--- src/rtl/bank_req_arbiter.sv ---
// Per-bank round-robin scheduler: picks one of three channel request streams
// and registers it into a single-entry stage that feeds the bank HTU port.
module bank_req_arbiter #(
  parameter int ADDR_W = 28,
  parameter int WBID_W = 8,
  parameter int OP_W   = 2
) (
  input  logic              clk_i,
  input  logic              rst_i,
  input  logic              ch0_valid_i,
  output logic              ch0_ready_o,
  input  logic [OP_W-1:0]   ch0_opcode_i,
  input  logic [ADDR_W-1:0] ch0_addr_i,
  input  logic [WBID_W-1:0] ch0_wbuffer_id_i,
  input  logic              ch1_valid_i,
  output logic              ch1_ready_o,
  input  logic [OP_W-1:0]   ch1_opcode_i,
  input  logic [ADDR_W-1:0] ch1_addr_i,
  input  logic [WBID_W-1:0] ch1_wbuffer_id_i,
  input  logic              ch2_valid_i,
  output logic              ch2_ready_o,
  input  logic [OP_W-1:0]   ch2_opcode_i,
  input  logic [ADDR_W-1:0] ch2_addr_i,
  input  logic [WBID_W-1:0] ch2_wbuffer_id_i,
  output logic              htu_valid_o,
  input  logic              htu_ready_i,
  output logic [1:0]        htu_ch_id_o,
  output logic [OP_W-1:0]   htu_opcode_o,
  output logic [ADDR_W-1:0] htu_addr_o,
  output logic [WBID_W-1:0] htu_wbuffer_id_o,
  output logic              arb_busy_o
);

  localparam int NCH = 3;

  typedef struct packed {
    logic [OP_W-1:0]   op;
    logic [ADDR_W-1:0] addr;
    logic [WBID_W-1:0] wbid;
  } req_t;

  logic [NCH-1:0]         ch_vld;
  req_t [NCH-1:0]         ch_req;
  logic [NCH-1:0]         grant;

  logic                   vld_q, vld_d;
  logic [1:0]             ch_q, ch_d;
  req_t                   req_q, req_d;
  logic [1:0]             ptr_q, ptr_d;

  logic                   stage_free;
  logic                   found;
  logic [1:0]             ptr_eff, idx, gnt_id;

  assign ch_vld    = {ch2_valid_i, ch1_valid_i, ch0_valid_i};
  assign ch_req[0] = {ch0_opcode_i, ch0_addr_i, ch0_wbuffer_id_i};
  assign ch_req[1] = {ch1_opcode_i, ch1_addr_i, ch1_wbuffer_id_i};
  assign ch_req[2] = {ch2_opcode_i, ch2_addr_i, ch2_wbuffer_id_i};

  // Pop and push can share a cycle, so the stage counts as free while draining.
  assign stage_free = !vld_q || htu_ready_i;

  always_comb begin
    ptr_eff = (ptr_q == 2'd3) ? 2'd0 : ptr_q;
    idx     = ptr_eff;
    gnt_id  = ptr_eff;
    found   = 1'b0;
    grant   = '0;
    for (int i = 0; i < NCH; i++) begin
      if (!found && ch_vld[idx]) begin
        found  = 1'b1;
        gnt_id = idx;
      end
      idx = (idx == 2'd2) ? 2'd0 : idx + 2'd1;
    end
    if (found && stage_free) grant[gnt_id] = 1'b1;
  end

  always_comb begin
    vld_d = vld_q;
    ch_d  = ch_q;
    req_d = req_q;
    ptr_d = ptr_q;
    if (found && stage_free) begin
      vld_d = 1'b1;
      ch_d  = gnt_id;
      req_d = ch_req[gnt_id];
      ptr_d = (gnt_id == 2'd2) ? 2'd0 : gnt_id + 2'd1;
    end else if (stage_free) begin
      // Payload is left alone when idle to avoid needless toggling.
      vld_d = 1'b0;
    end
  end

  always_ff @(posedge clk_i or posedge rst_i) begin
    if (rst_i) begin
      vld_q <= 1'b0;
      ch_q  <= '0;
      req_q <= '0;
      ptr_q <= '0;
    end else begin
      vld_q <= vld_d;
      ch_q  <= ch_d;
      req_q <= req_d;
      ptr_q <= ptr_d;
    end
  end

  assign ch0_ready_o      = grant[0] & ~rst_i;
  assign ch1_ready_o      = grant[1] & ~rst_i;
  assign ch2_ready_o      = grant[2] & ~rst_i;

  assign htu_valid_o      = vld_q;
  assign htu_ch_id_o      = ch_q;
  assign htu_opcode_o     = req_q.op;
  assign htu_addr_o       = req_q.addr;
  assign htu_wbuffer_id_o = req_q.wbid;

  assign arb_busy_o       = (|ch_vld) | vld_q;

endmodule

--- config.mk ---
export PLATFORM = sky130hd
export DESIGN_NAME = bank_req_arbiter
export DESIGN_NICKNAME = d
export VERILOG_FILES = /design/src/rtl/bank_req_arbiter.sv
export SDC_FILE = /design/constraint.sdc
export NUM_CORES = 1
export LEC_CHECK = 0
export BUFFER_PORTS_ARGS = -buffer_cell sky130_fd_sc_hd__buf_2
export CORE_MARGIN = 2
export CORE_UTILIZATION = 30
export DETAILED_ROUTE_END_ITERATION = 8
export PLACE_DENSITY = 0.59
export SYNTH_ARGS = -nofsm -noshare
export SYNTH_HDL_FRONTEND = slang
export SYNTH_SLANG_ARGS = --single-unit
--- constraint.sdc ---
create_clock -name clk_i -period 6.3 [get_ports clk_i]
set_input_delay 0 -clock clk_i [delete_from_list [all_inputs] [get_ports clk_i]]
set_output_delay 0 -clock clk_i [all_outputs]
set_load 0.02 [all_outputs]
Word-level counts from Yosys, hierarchy flattened
Index checks and enable logic that the tools add are counted.
Word-level totals
  output and inout port bits: 45
  input port bits: 120
  logic and storage cells: 55
  register bits: 43
Cells by class
  muxes and demuxes: 22
  $lt $le $gt $ge: 5
  reductions and logical operators: 10
  bitwise gates (word level): 5
  $add $sub $neg: 3
  equality and inequality tests: 4
Operators with widths (count)
  $bmux W38 S2: 1
  $mux W38: 1
  $lt A2 B3 Y1 const B: 4
  $mux W2: 6
  $mux W1: 9
  $eq A2 B2 Y1 const B: 4
  $add A2 B1 Y2 const B: 3
  $bmux W1 S2: 3
  $logic_and A1 B1 Y1: 4
  $and A1 B1 Y1: 3
  $logic_not A1 Y1: 3
  $mux W3: 1
  $reduce_or A3 Y1: 1
  $demux W1 S2: 1
  $ge A2 B1 Y1 const B: 1
  $reduce_bool A2 Y1: 1
  $logic_or A1 B1 Y1: 1
  $not A1 Y1: 1
  $or A1 B1 Y1: 1

Longest topological paths before layout
  depth in word-level cells: 17
  mapped depth: 11
  depth with buffers taken out: 8

Least setup slack after synthesis
Ideal clock, no wire load.
  path type: register -> output
  start point: reg ptr_q[0]
  end point: out ch0_ready_o
  stages on the path, launching flop included: 10
  path buffers: 1
  setup slack: 3.981 ns
  required time: 6.300 ns
  arrival time: 2.319 ns
  path through: dfrtp_1 > inv_1 > ha_1 > buf_2 > mux2i_1 > nand2b_1 > a21oi_2 > nor2_1 > o22a_1 > nor4_1
Between the ends
  longest elaborated chain between the ends: 17
  elaborated cells on any way between the ends: 31
  those cells by class: add/sub (2); order compare (2); eq/ne (3); mux (17); bitwise (1); reduce/logical (6)
RTL lines
  from (decl): RTL line 49  | logic [1:0] ptr_q, ptr_d;
  from (signal assigned): RTL line 105  | ptr_q <= ptr_d;
  $eq A2 B2 Y1: RTL line 64  | ptr_eff = (ptr_q == 2'd3) ? 2'd0 : ptr_q;
  $mux W2 *: RTL line 64
  branches (longest 13 deep; another with $lt A2 B3 Y1)
  $mux W3 *: RTL line 76  | if (found && stage_free) grant[gnt_id] = 1'b1;
  $and A1 B1 Y1 *: RTL line 109  | assign ch0_ready_o = grant[0] & ~rst_i;
  to (decl): RTL line 11  | output logic ch0_ready_o,
Every way passes the cells marked *. The select of a mux whose other input is x is not followed.

Final worst setup path
  start point: reg ptr_q[1]
  end point: reg req_q (netlist bit htu_addr_o[20])
Between the ends
  longest elaborated chain between the ends: 13
  elaborated cells on any way between the ends: 26
  those cells by class: add/sub (2); eq/ne (3); mux (16); reduce/logical (5)
RTL lines
  $eq A2 B2 Y1: RTL line 64
  $mux W2 *: RTL line 64
  branches (longest 11 deep; another with $add A2 B1 Y2)
  to (signal assigned): RTL line 104  | req_q <= req_d;
  to (decl): RTL line 48  | req_t req_q, req_d;
Marked as above.
A chain may end at the register's enable or synchronous reset.

==> metrics.txt <==
die width 97.37 µm; core area 8593 µm²; Final Slew Violations 0; CTS Root Cell clkbuf_8; Ys Warns 0; Synth cell types 33; Core Rows 34; Synth area leader dfrtp_1; Top Ports 165; GRT Total Usage between 10% and 20%; Skew-Pair Late Insertion Delay 0.29 ns; Avg Inst Size Synth ~9.6 µm²; synthesized cell area ~2600 µm²; HP Start ch2_addr_i[2]; post-CTS setup buffers 0; grt met2 use a little over a quarter; reg-to-reg startpoint ptr_q[1]; CP Data Required Time 6.43 ns; maximum number of pins on one net before global-route repair between 40 and 50; Main synth FF type dfrtp_1; post-synth top area share between 40 and 50%; DP HPWL 5.361 mm; Layout Nets between 500 and 600; DRC Markers 0; Lkg Pwr 2.097 nW; met1 Use GR approximately 20%; FILL cells between 800 and 900; peak supply drop roughly 230 µV; fin crit share 51.72%; crit path time final 3.258 ns; GRT Residual Overflow 0; slew margin rel. 38.33%; TritonCTS Buffers 5; synth-to-layout area growth 39.33%; die area 9480 µm²; Initial Util between 30% and 40%; dpl cell area about 3400 µm²; status complete, no violations; first-pass GRT wire length around 12 mm; most area-consuming cells after synthesis dfrtp_1, mux2i_1, o221ai_1; register area share after synthesis between 40% and 50%; Avg WL per Cell between 10 and 15 µm; vias in the first global route 2,757; Mapped Cells between 200 and 300; CP Class flop to flop; clock skew approximately 0.0024 ns; register bit total from synthesis between 40 and 50; Critical Path Start ptr_q[1]; RSZ-0062 raised after global routing false; Worst-Margin Slew 0.9237 ns; Max FO, Critical Path 21; initial antenna violation count 0; final instance area 3643 µm²; CTS tree done; Most Crowded Layer GR met2; antenna cells 0; share of layout cells above drive strength 1 about two fifths; Starting DRT DRC Count around 90; total clock sinks 43; Hold Path Class input pin to flop; Max-Cap Viols 0; routed vias/inst roughly 4.9; Clock Pin Slew Worst Setup and Hold Paths about 0.080 ns; Power Density between 400 and 500 nW/µm²; Clock Tree Buf Depth 2; Worst Path Arrival about 3.4 ns; met3 Use GR about 3.5%; Port Buffers approximately 160; Synth async-reset ratio 100.0%; synth cell count leaders dfrtp_1, inv_1, mux2i_1, nand2_1, o221ai_1; Setup TNS Final 0 ns; drt first pass iters 4; Die H 97.37 µm; final setup fails 0; RePlAce Congestion roughly 0.86; CP endpoint kind flop; post-synthesis net count 395; endpoints failing hold 0; Post-DRT Antenna Nets 0; detailed-route wire length 7.489 mm; H-Tree Depth 2; vias 2,642; fmax ~310 MHz; EDFF count, synth 0; CP startpoint kind flop
==> layout by cell type (no fill, tap or decap) <==
cell / count
o21ai_1: 4
o21bai_1: 1
inv_1: 42
nor3_1: 1
a21oi_2: 1
nor2_1: 3
nand2b_1: 5
o21a_2: 1
o211ai_2: 1
dfrtp_1: 43
a21bo_1: 1
buf_4: 2
dlygate4sd3_1: 11
a21o_2: 1
nor4_1: 2
o221ai_1: 38
o2bb2ai_1: 1
nand3_1: 2
clkinv_2: 1
a22oi_4: 1
mux2i_1: 41
inv_2: 1
nor2b_1: 1
clkbuf_8: 6
nand3_2: 1
a21oi_1: 3
o21a_1: 1
o22ai_1: 1
buf_2: 164
or4_1: 1
o22a_1: 1
o21ai_0: 3
nand2_1: 41
mux2_2: 2
ha_1: 4
nand3b_1: 2
==> power by group <==
part / switching [mW] / total (mW) / internal [mW]
Sequential: 0.0741 / 0.494 / 0.420
Combinational: 0.688 / 1.12 / 0.436
Clock: 0.0931 / 0.179 / 0.0862
Total: 0.855 / 1.80 / 0.942
==> metrics by stage <==
stage	std cells	worst slack, ns	hold slack, ns	util, %	power, mW
finish	543	3.042	0.01075	42.40	1.797
global route	543	2.819	0.001314	42.40	1.947
floorplan	271	3.981	0.07979	-	1.367
global placement	525	3.196	0.2984	40.10	1.613
detailed placement	525	3.043	0.2984	40.10	1.633
CTS	542	3.024	0.001261	42.28	1.825
==> state kept, by name, indices dropped and copies added, names as in the netlist <==
register / flops
htu_opcode_o: 2
htu_wbuffer_id_o: 8
ptr_q: 2
htu_valid_o: 1
htu_ch_id_o: 2
htu_addr_o: 28
==> cell families after synthesis <==
group / Yosys count / share of synthesized area [%]
AOI/OAI and AO/OA: 59 / 18.80
adders and majority gates: 4 / 1.914
buffers and inverters: 63 / 11.72
DFF: 43 / 41.15
muxes: 43 / 16.55
and+or+nand+nor: 59 / 9.856
==> critical path, cell delays in order (launching register included) <==
cell and delay [ns]:
dfrtp_1 0.41, inv_1 0.09, ha_1 0.33, mux2i_1 0.27
o21a_2 0.22, o211ai_2 0.12, a22oi_4 0.75, buf_4 0.48
mux2i_1 0.28, o221ai_1 0.14
==> final timing paths <==
path,endpoint,cells past startpoint,slack [ns]
max in group asynchronous,htu_addr_o[7],3,5.23
setup reg to reg,htu_addr_o[20],9,3.04
setup / recovery,htu_addr_o[20],9,3.04
hold reg to reg,htu_wbuffer_id_o[1],2,0.49
min in group asynchronous,htu_ch_id_o[1],3,0.49
hold / removal,htu_addr_o[2],3,0.01
==> layer usage <==
layer / share of wire, % / up-vias
li1: - / 1279
met1: 44 / 1260
met2: 49 / 92
met3: 5.4 / 11
met4: 1.7 / 0
met5: 0 / -
==> repair_timing <==
item                                   CTS  global route
resized for setup                        0             0
hold buffers                            10             1
endpoints found under the hold margin   52             1
==> area by class of cell <==
cell class / instances / area [µm²] / share of cell area, %
multi-input cells: 165 / 1237 / 33.96
repair buffers: 177 / 945.9 / 25.96
clock buffers: 6 / 82.58 / 2.266
clock inverters: 1 / 5.005 / 0.1374
flip-flops and latches: 43 / 1076 / 29.53
well taps: 108 / 135.1 / 3.709
inverters: 43 / 161.4 / 4.430
(Power assumes the default switching activity.)
